===== src/rtl/entry_pkg.sv =====
// Shared definitions for the DRSSTC entry block: default sizes, register
// indices, ASCII digit bounds and the UART receiver state encoding.
package entry_pkg;

   localparam int CONF_PAR_MAX_DEF = 8;
   localparam int CONF_PAR_4_DEF   = 5;

   // Meaning of each configuration register in the shift chain.
   localparam int IDX_INT_PER  = 0;
   localparam int IDX_INT_ON   = 1;
   localparam int IDX_GEN_HALF = 2;
   localparam int IDX_FB_CNT   = 3;
   localparam int IDX_FB_TO    = 4;

   localparam logic [7:0] ASCII_0 = 8'h30;
   localparam logic [7:0] ASCII_9 = 8'h39;

   typedef enum logic [1:0] {IDLE, START, DATA, STOP} uart_state_t;

endpackage


===== src/rtl/drsstc_entry_uart_rx.sv =====
// 8N1 UART receiver, LSB first. Emits the received byte with a one-clock
// valid pulse; bytes whose stop bit reads 0 are dropped as framing errors.
module uart_rx
   import entry_pkg::*;
#(
   parameter int CLKS_PER_BIT = 16
) (
   input  logic       clk,
   input  logic       rst_n,
   input  logic       rx,
   output logic [7:0] data,
   output logic       valid
);

   localparam int CW = $clog2(CLKS_PER_BIT) + 1;
   localparam logic [CW-1:0] HALF = CW'(CLKS_PER_BIT / 2 - 1);
   localparam logic [CW-1:0] FULL = CW'(CLKS_PER_BIT - 1);

   logic          rx_s1, rx_s2, rx_prev;
   uart_state_t   state, state_next;
   logic [CW-1:0] cnt, cnt_next;
   logic [2:0]    bit_idx, bit_next;
   logic [7:0]    shift, shift_next;
   logic          valid_next;

   // Two-flop synchronizer plus one delay stage for falling-edge detection.
   always_ff @(posedge clk or negedge rst_n) begin
      if (!rst_n) begin
         rx_s1   <= 1'b0;
         rx_s2   <= 1'b0;
         rx_prev <= 1'b0;
      end else begin
         // NOTE: non-blocking so every flop samples the pre-edge value; blocking here would collapse the synchronizer chain.
         rx_s1   <= rx;
         rx_s2   <= rx_s1;
         rx_prev <= rx_s2;
      end
   end

   // Receiver state and datapath registers.
   always_ff @(posedge clk or negedge rst_n) begin
      if (!rst_n) begin
         state   <= IDLE;
         cnt     <= '0;
         bit_idx <= '0;
         shift   <= '0;
         valid   <= 1'b0;
      end else begin
         state   <= state_next;
         cnt     <= cnt_next;
         bit_idx <= bit_next;
         shift   <= shift_next;
         valid   <= valid_next;
      end
   end

   // Next-state logic: mid-bit sampling of start, data and stop bits.
   always_comb begin
      // NOTE: every output gets a default first so no path leaves one unassigned and infers a latch.
      state_next = state;
      cnt_next   = cnt + 1'b1;
      bit_next   = bit_idx;
      shift_next = shift;
      valid_next = 1'b0;
      case (state)
         IDLE: begin
            cnt_next = '0;
            bit_next = '0;
            if (rx_prev && !rx_s2) state_next = START;
         end
         START: begin
            if (cnt == HALF) begin
               cnt_next   = '0;
               state_next = rx_s2 ? IDLE : DATA;
            end
         end
         DATA: begin
            if (cnt == FULL) begin
               cnt_next   = '0;
               shift_next = {rx_s2, shift[7:1]};
               bit_next   = bit_idx + 1'b1;
               if (bit_idx == 3'd7) state_next = STOP;
            end
         end
         STOP: begin
            if (cnt == FULL) begin
               cnt_next   = '0;
               valid_next = rx_s2;
               state_next = IDLE;
            end
         end
         default: state_next = IDLE;
      endcase
   end

   assign data = shift;

endmodule


===== src/rtl/drsstc_entry.sv =====
// DRSSTC driver control: UART-loaded configuration chain, interrupter,
// start oscillator and generator-to-feedback handover.
// Optional macro FB_INVERT_EN inverts the synchronized feedback on fb_out.
module drsstc_entry
   import entry_pkg::*;
#(
   parameter int CLKS_PER_BIT = 16,
   parameter int CONF_PAR_MAX = CONF_PAR_MAX_DEF,
   parameter int CONF_PAR_4   = CONF_PAR_4_DEF,
   parameter int UNIT         = 4,
   parameter int INT_UNIT     = 64
) (
   input  logic                                   clk,
   input  logic                                   rst_n,
   input  logic                                   uart_data,
   output logic [CONF_PAR_4-1:0][CONF_PAR_MAX-1:0] sh_reg,
   output logic                                   gen_out,
   input  logic                                   fb_in,
   output logic                                   fb_out,
   output logic                                   sel_out,
   output logic                                   int_out
);

   localparam int IW = CONF_PAR_MAX + $clog2(INT_UNIT) + 1;
   localparam int GW = CONF_PAR_MAX + $clog2(UNIT) + 1;
   localparam int EW = CONF_PAR_MAX + 1;

   logic [7:0]          rx_byte;
   logic                rx_valid, is_digit;
   logic [IW-1:0]       per_new, on_new, per_len, on_len, int_cnt;
   logic                int_run;
   logic [GW-1:0]       half_len, to_len, gen_cnt, to_cnt;
   logic                phase;
   logic                fb_s1, fbs, fb_prev, fb_pol, fb_edge;
   logic [EW-1:0]       edge_need, edge_cnt;

   uart_rx #(.CLKS_PER_BIT(CLKS_PER_BIT)) u_rx (
      .clk   (clk),
      .rst_n (rst_n),
      .rx    (uart_data),
      .data  (rx_byte),
      .valid (rx_valid)
   );

   assign is_digit = rx_valid && (rx_byte >= ASCII_0) && (rx_byte <= ASCII_9);

   // Shift a newly received decimal digit into index 0 of the chain.
   always_ff @(posedge clk or negedge rst_n) begin
      // NOTE: the configuration bank is reset like any other state so the coil always starts from the minimal setting.
      if (!rst_n) sh_reg <= '0;
      else if (is_digit)
         sh_reg <= {sh_reg[CONF_PAR_4-2:0], CONF_PAR_MAX'(rx_byte - ASCII_0)};
   end

   assign per_new   = (IW'(sh_reg[IDX_INT_PER]) + IW'(1)) * IW'(INT_UNIT);
   assign on_new    = (IW'(sh_reg[IDX_INT_ON]) + IW'(1)) * IW'(INT_UNIT);
   assign half_len  = (GW'(sh_reg[IDX_GEN_HALF]) + GW'(1)) * GW'(UNIT);
   assign to_len    = (GW'(sh_reg[IDX_FB_TO]) + GW'(1)) * GW'(UNIT);
   assign edge_need = EW'(sh_reg[IDX_FB_CNT]) + EW'(1);

   // Interrupter period counter; period and on-time are latched at each period start.
   always_ff @(posedge clk or negedge rst_n) begin
      if (!rst_n) begin
         int_run <= 1'b0;
         int_cnt <= '0;
         per_len <= '0;
         on_len  <= '0;
      end else if (!int_run || int_cnt == per_len - 1'b1) begin
         int_run <= 1'b1;
         int_cnt <= '0;
         per_len <= per_new;
         on_len  <= on_new;
      end else begin
         int_cnt <= int_cnt + 1'b1;
      end
   end

   assign int_out = int_run && (int_cnt < on_len);

   // Start oscillator: toggles every half_len clocks, held in phase 0 outside a burst.
   always_ff @(posedge clk or negedge rst_n) begin
      if (!rst_n) begin
         gen_cnt <= '0;
         phase   <= 1'b0;
      end else if (!int_out) begin
         gen_cnt <= '0;
         phase   <= 1'b0;
      end else if (gen_cnt >= half_len - 1'b1) begin
         gen_cnt <= '0;
         phase   <= ~phase;
      end else begin
         gen_cnt <= gen_cnt + 1'b1;
      end
   end

   assign gen_out = phase & int_out & ~sel_out;

   // Feedback synchronizer and previous-value register for edge detection.
   always_ff @(posedge clk or negedge rst_n) begin
      if (!rst_n) begin
         fb_s1   <= 1'b0;
         fbs     <= 1'b0;
         fb_prev <= 1'b0;
      end else begin
         fb_s1   <= fb_in;
         fbs     <= fb_s1;
         fb_prev <= fbs;
      end
   end

`ifdef FB_INVERT_EN
   assign fb_pol = ~fbs;
`else
   assign fb_pol = fbs;
`endif

   // Edges are polarity-independent, so detection uses the raw synchronized value.
   assign fb_edge = fbs ^ fb_prev;
   assign fb_out  = fb_pol & int_out;

   // Handover select: count edges, hand over at the threshold, fall back on timeout.
   always_ff @(posedge clk or negedge rst_n) begin
      if (!rst_n) begin
         edge_cnt <= '0;
         to_cnt   <= '0;
         sel_out  <= 1'b0;
      end else if (!int_out) begin
         edge_cnt <= '0;
         to_cnt   <= '0;
         sel_out  <= 1'b0;
      end else if (fb_edge) begin
         to_cnt <= '0;
         if (edge_cnt + 1'b1 >= edge_need) sel_out <= 1'b1;
         if (edge_cnt < edge_need) edge_cnt <= edge_cnt + 1'b1;
      end else if (to_cnt >= to_len - 1'b1) begin
         to_cnt   <= '0;
         edge_cnt <= '0;
         sel_out  <= 1'b0;
      end else begin
         to_cnt <= to_cnt + 1'b1;
      end
   end

endmodule


===== config.mk =====
export PLATFORM = sky130hd
export DESIGN_NAME = drsstc_entry
export DESIGN_NICKNAME = d
export VERILOG_FILES = /design/src/rtl/entry_pkg.sv /design/src/rtl/drsstc_entry_uart_rx.sv /design/src/rtl/drsstc_entry.sv
export SDC_FILE = /design/constraint.sdc
export NUM_CORES = 1
export LEC_CHECK = 0
export CORE_MARGIN = 2
export CORE_UTILIZATION = 45
export CTS_CLUSTER_DIAMETER = 40
export DETAILED_ROUTE_END_ITERATION = 8
export HOLD_SLACK_MARGIN = 0.08
export SLEW_MARGIN = 20
export SYNTH_ARGS = -nofsm -noshare
export SYNTH_HDL_FRONTEND = slang
export SYNTH_SLANG_ARGS = --single-unit

===== constraint.sdc =====
create_clock -name clk -period 3.9 [get_ports clk]
set_input_delay 0.39 -clock clk [delete_from_list [all_inputs] [get_ports clk]]
set_output_delay 0.39 -clock clk [all_outputs]
set_load 0.01 [all_outputs]

* Word-level counts from Yosys, hierarchy flattened
Index checks and enable logic that the tools add are counted.
** Word-level totals
- Bits in registers :: 132
- Input port bits :: 4
- Output and inout bits :: 44
** Cells by class
- Add/sub/neg operators :: 15
- Order comparisons :: 7
- Eq/ne operators :: 16
- Multiplexer cells :: 30
- Bitwise operators :: 6
- Reductions and logical operators :: 15
** Operators with widths (count)
- two-way mux 11 bit :: 5
- adder 8 x 1 -> 9 bit, second input constant :: 5
- two-way mux 9 bit :: 4
- adder 11 x 1 -> 11 bit, second input constant :: 2
- greater-or-equal comparator 11 bit :: 2
- subtractor 11 x 1 -> 11 bit, second input constant :: 2
- adder 15 x 1 -> 15 bit, second input constant :: 1
- == test 15 bit :: 1
- less-than comparator 15 bit :: 1
- two-way mux 15 bit :: 1
- case mux 5 bit (3 select lines) :: 1
- subtractor 15 x 1 -> 15 bit, second input constant :: 1
- two-way mux 2 bit :: 6
- inequality test 2 x 1 -> 1 bit, second input constant :: 6
- two-way mux 5 bit :: 2
- adder 9 x 1 -> 9 bit, second input constant :: 1
- greater-or-equal comparator 9 bit :: 1
- less-than comparator 9 bit :: 1
- greater-or-equal comparator 8 x 6 -> 1 bit, second input constant :: 1
- <= comparator 8 x 6 -> 1 bit, second input constant :: 1
- two-way mux 1 bit :: 8
- case mux 2 bit (4 select lines) :: 1
- AND reduction 2 bit :: 4
- subtractor 8 x 6 -> 8 bit, second input constant :: 1
- 21 further kinds :: 30

* Depth between registers and ports, before layout
- Word-level depth :: 6
- Gate-level depth with buffers :: 14
- Mapped depth without buffers :: 13

* Modules after synthesis
Synthesis repeated with hierarchy kept, for this count alone.
** Second synthesis, totals
- Cell total of the unflattened synthesis :: 716
- Area, all modules :: 7459.7 um^2
** Modules (own cells, without submodules)
- drsstc_entry :: times used 1, cells an instance 638, area an instance 6488.7 um^2, sequential area each 2752.6 um^2
- uart_rx :: times used 1, cells an instance 78, area an instance 970.9 um^2, sequential area each 550.5 um^2

* Least setup slack after synthesis
OpenSTA, ideal clock, no wires.
- Path type :: flip-flop to flip-flop
- Start :: register sh_reg[33] (netlist name)
- End :: register to_cnt[10]
- Setup time :: 0.074 ns
- Arrival time :: 3.122 ns
- Path slack :: 0.704 ns
- Cell stages (with the launch flop) :: 13
- Clock period less this slack :: 3.196 ns
- Cells stage by stage :: dfrtp_1 > ha_1 > xnor2_1 > a31oi_1 > nor4_1 > o21ai_1 > xnor2_1 > ha_1 > a21o_1 > a211o_1 > a41oi_1 > nand2_1 > nor2_1
** On the way
- Longest elaborated chain between the ends :: 6
** Ends and longest elaborated chain
- start: declaration :: line drsstc_entry.sv:16 : output logic [CONF_PAR_4-1:0][CONF_PAR_MAX-1:0] sh_reg,
- start signal: assignment :: line drsstc_entry.sv:52 : sh_reg <= {sh_reg[CONF_PAR_4-2:0], CONF_PAR_MAX'(rx_byte - ASCII_0)};
- adder 8 x 1 -> 9 bit :: line drsstc_entry.sv:58 : assign to_len = (GW'(sh_reg[IDX_FB_TO]) + GW'(1)) * GW'(UNIT);
- subtractor 11 x 1 -> 11 bit :: line drsstc_entry.sv:135 : end else if (to_cnt >= to_len - 1'b1) begin
- greater-or-equal comparator 11 bit :: line drsstc_entry.sv:135
- two-way mux 11 bit :: line drsstc_entry.sv:135
- two-way mux 11 bit :: line drsstc_entry.sv:131 : end else if (fb_edge) begin
- two-way mux 11 bit :: line drsstc_entry.sv:127 : end else if (!int_out) begin
- end signal: assignment :: line drsstc_entry.sv:140 : to_cnt <= to_cnt + 1'b1;
- end: declaration :: line drsstc_entry.sv:32 : logic [GW-1:0] half_len, to_len, gen_cnt, to_cnt;
No other way between the ends.
A chain may end at the register's enable or synchronous reset.

* Worst setup path in the final report
- Start :: register sh_reg[33] (netlist name)
- End :: register edge_cnt[3]
** On the way
- Longest elaborated chain between the ends :: 5
** Ends and longest elaborated chain
- adder 8 x 1 -> 9 bit :: line drsstc_entry.sv:58
- subtractor 11 x 1 -> 11 bit :: line drsstc_entry.sv:135
- greater-or-equal comparator 11 bit :: line drsstc_entry.sv:135
- inequality test 3 x 1 -> 1 bit (no line)
- AND reduction 2 bit (no line)
- end signal: assignment :: line drsstc_entry.sv:134 : if (edge_cnt < edge_need) edge_cnt <= edge_cnt + 1'b1;
- end: declaration :: line drsstc_entry.sv:35 : logic [EW-1:0] edge_need, edge_cnt;
No other way between the ends.

==> results.yml <==
status:
  status: "complete, no violations"
sta:
  worst_pin_slew_ns: 1.04
  setup_viol: 0
  fin_crit_ns: 3.47
  fin_ws_ns: 0.433
  finClkSkew_ns: 0.0145
  hold_viol_final: 0
  drv_slew: 0
  fin_tns_setup_ns: 0
  relSlewSlack_pct: 30.6
  rsz0062_at_grt: "false"
  period_share_pct: 88.9
  timing.fmax_ghz: 0.288
yosys:
  yosysMostFrequentCell: "dfrtp_1"
  synth_edf_count: 0
  syn_area_um2: 7480
  synthTopCellsByCount: "132 x dfrtp_1, 61 x nor2_1, 60 x ha_1"
  yosysWarnings: 0
  avgSynthCellArea_um2: 10.4
  synth_nets: 784
  ys_seq_area_share_pct: 44.2
  async_flop_share_pct: 100
  ys_ff_latch: 132
  synth_top_area_share_pct: 44.2
  yosys.area.top_type: "dfrtp_1"
  synthCells: 720
  synth_area_leaders: "dfrtp_1 44%, ha_1 10%, xor2_1 5.6%"
  synth_flop_cell: "dfrtp_1"
  synth.distinct_cells: 57
finish:
  layout.nets: 840
  post-route-util_pct: 53.4
  layout-drive-gt1-share_pct: 9.89
  largest_reg_flops: 40
  antenna_cells: 0
  syn2layout_area_growth_pct: 17.2
cts:
  cts.htree.levels: 4
  cts_setup_buffers: 0
  clock-sinks: 132
  clockBufferDepth: 2
  cts_inserted_buffers: 17
  clk_latency_ns: 0.42
  root_buffer: "clkbuf_16"
  cts_tree: "done"
  clkSlewWorstSetupHoldPaths_ns: 0.06
floorplan:
  ios: 48
  fp.coreArea_um2: 16400
  die_area_um2: 17700
  die_y_um: 133
  start_util_pct: 45.6
  placementRows: 47
  die_w_um: 133
routing:
  first_iter_violations: 324
  drtAntennaViolNets: 0
  first_pass_iters: 4
  wl_per_cell_um: 15.7
  vias_per_cell: 5.39
  drcViolationCount: 0
  vias: 5436
  routed_wirelength_um: 15800
worst_setup_path:
  start_kind: "register"
  path_delay_family: "compound AO/OA/AOI/OAI gates"
  cp_max_fo: 9
  rr_worst_depth: 13
  crit_arrival_ns: 3.80
  worstPathCellList: "ha_1 > xnor2_1 > a31oi_1 > nor4_1 > xor2_1 > ha_1 > and3_1 > a221oi_1 > o21ai_1 > a41oi_1 > buf_4 > o21ai_1 > o2bb2ai_1"
  cp.buffers_inverters: 1
  crit_cells: 13
  cp-end-kind: "register"
  critPathMaxStageDelay_ns: 0.48
  critical_path_required_ns: 4.24
  crit_path_top_delay_cell: "nor4_1"
  crit_type: "register to register"
min_path:
  whs_path_depth: 0
  worstHoldPathType: "register to register"
placement:
  routabilityCongestion: 0.848
  place_ws_ns: 0.401
  portBuffers: 47
  hpwl_um: 11500
global_routing:
  grt_pass1_wl_um: 27000
  grt_pass1_vias: 5447
  grt_max_degree: 76
  antenna_found_initial: 0
  grt_use_total_pct: 19.1
  grt-ovfl-total: 0
power:
  powerDensity_nw_per_um2: 367
  peakVddDrop_mv: 0.320
  power_leakage_nw: 4.07
job:
  drv_cap: 0
[metrics by stage]
stage / instances / area [µm²] / total power, W / hold slack (ns)
after floorplan: 720 / 7480 / 0.00170 / 0.0944
after global placement: 975 / 8200 / 0.00180 / 0.345
after detailed placement: 975 / 8200 / 0.00181 / 0.340
after CTS: 1007 / 8730 / 0.00326 / 0.171
after global routing: 1009 / 8770 / 0.00337 / 0.368
final: 1009 / 8770 / 0.00322 / 0.352
[path summary, 6_finish.rpt]
path / start / end / slack (ns)
hold reg to reg: u_rx.rx_s1 / u_rx.rx_s2 / 0.35
max in group asynchronous: rst_n / sh_reg[3] / 2.44
min in group asynchronous: rst_n / sh_reg[33] / 0.48
setup / recovery: sh_reg[33] / edge_cnt[3] / 0.43
hold / removal: u_rx.rx_s1 / u_rx.rx_s2 / 0.35
setup reg to reg: sh_reg[33] / edge_cnt[3] / 0.43
[metal layers]
metal	up-vias	share of wire, %	track usage (%)
met1	2674	47	24.9
li1	2651	-	-
met4	0	1.7	7.05
met5	-	0	0
met3	18	3.7	4.90
met2	93	48	30.9
[area by class of cell]
class | count | area [µm²]
Timing Repair Buffer | 54 | 548
Sequential cell | 132 | 3300
Fill cell | 1425 | 7640
Clock buffer | 23 | 478
Clock inverter | 9 | 55.1
Multi-Input combinational cell | 532 | 3960
Tap cell | 220 | 275
Inverter | 39 | 146
[cells by family after synthesis]
family / count (synthesis) / share of synthesized area, %
buf+inv: 56 / 3.01
other cells: 1 / 0.0501
flops: 132 / 44.2
fa+ha+maj: 60 / 10.0
mux: 61 / 8.98
compound gates: 102 / 8.82
simple gates: 216 / 14.2
xor+xnor: 92 / 10.8
[worst reg2reg max path, cell delays in order (launching register included)]
cell and delay (ns):
dfrtp_1 0.47, ha_1 0.31, xnor2_1 0.15, a31oi_1 0.12, nor4_1 0.48, xor2_1 0.21
ha_1 0.27, and3_1 0.21, a221oi_1 0.28, o21ai_1 0.11, a41oi_1 0.22, buf_4 0.18
o21ai_1 0.19, o2bb2ai_1 0.21
[cell usage in the layout (no fill, tap or decap), drive strengths merged, types with 8 or more instances in the layout]
master,n
clkdlybuf4s50,46
nor2,61
xor2,48
ha,60
and3,23
a21o,8
xnor2,44
dfrtp,132
nand3,44
clkbuf,23
a21oi,23
mux2i,12
o21ai,32
mux2,49
inv,39
nand2,42
[where the power goes]
part / switching [W] / total (W) / internal (W)
clock network: 0.000577 / 0.00143 / 0.000856
registers: 0.0000753 / 0.00150 / 0.00142
logic: 0.000162 / 0.000286 / 0.000125
total: 0.000813 / 0.00322 / 0.00240
[repair_timing]
item	CTS	global route
setup endpoints to repair	0	11
hold buffers	0	1
endpoints found under the hold margin	0	36
gates resized for setup	0	1
Note: power is estimated with default switching activity, not from simulation.
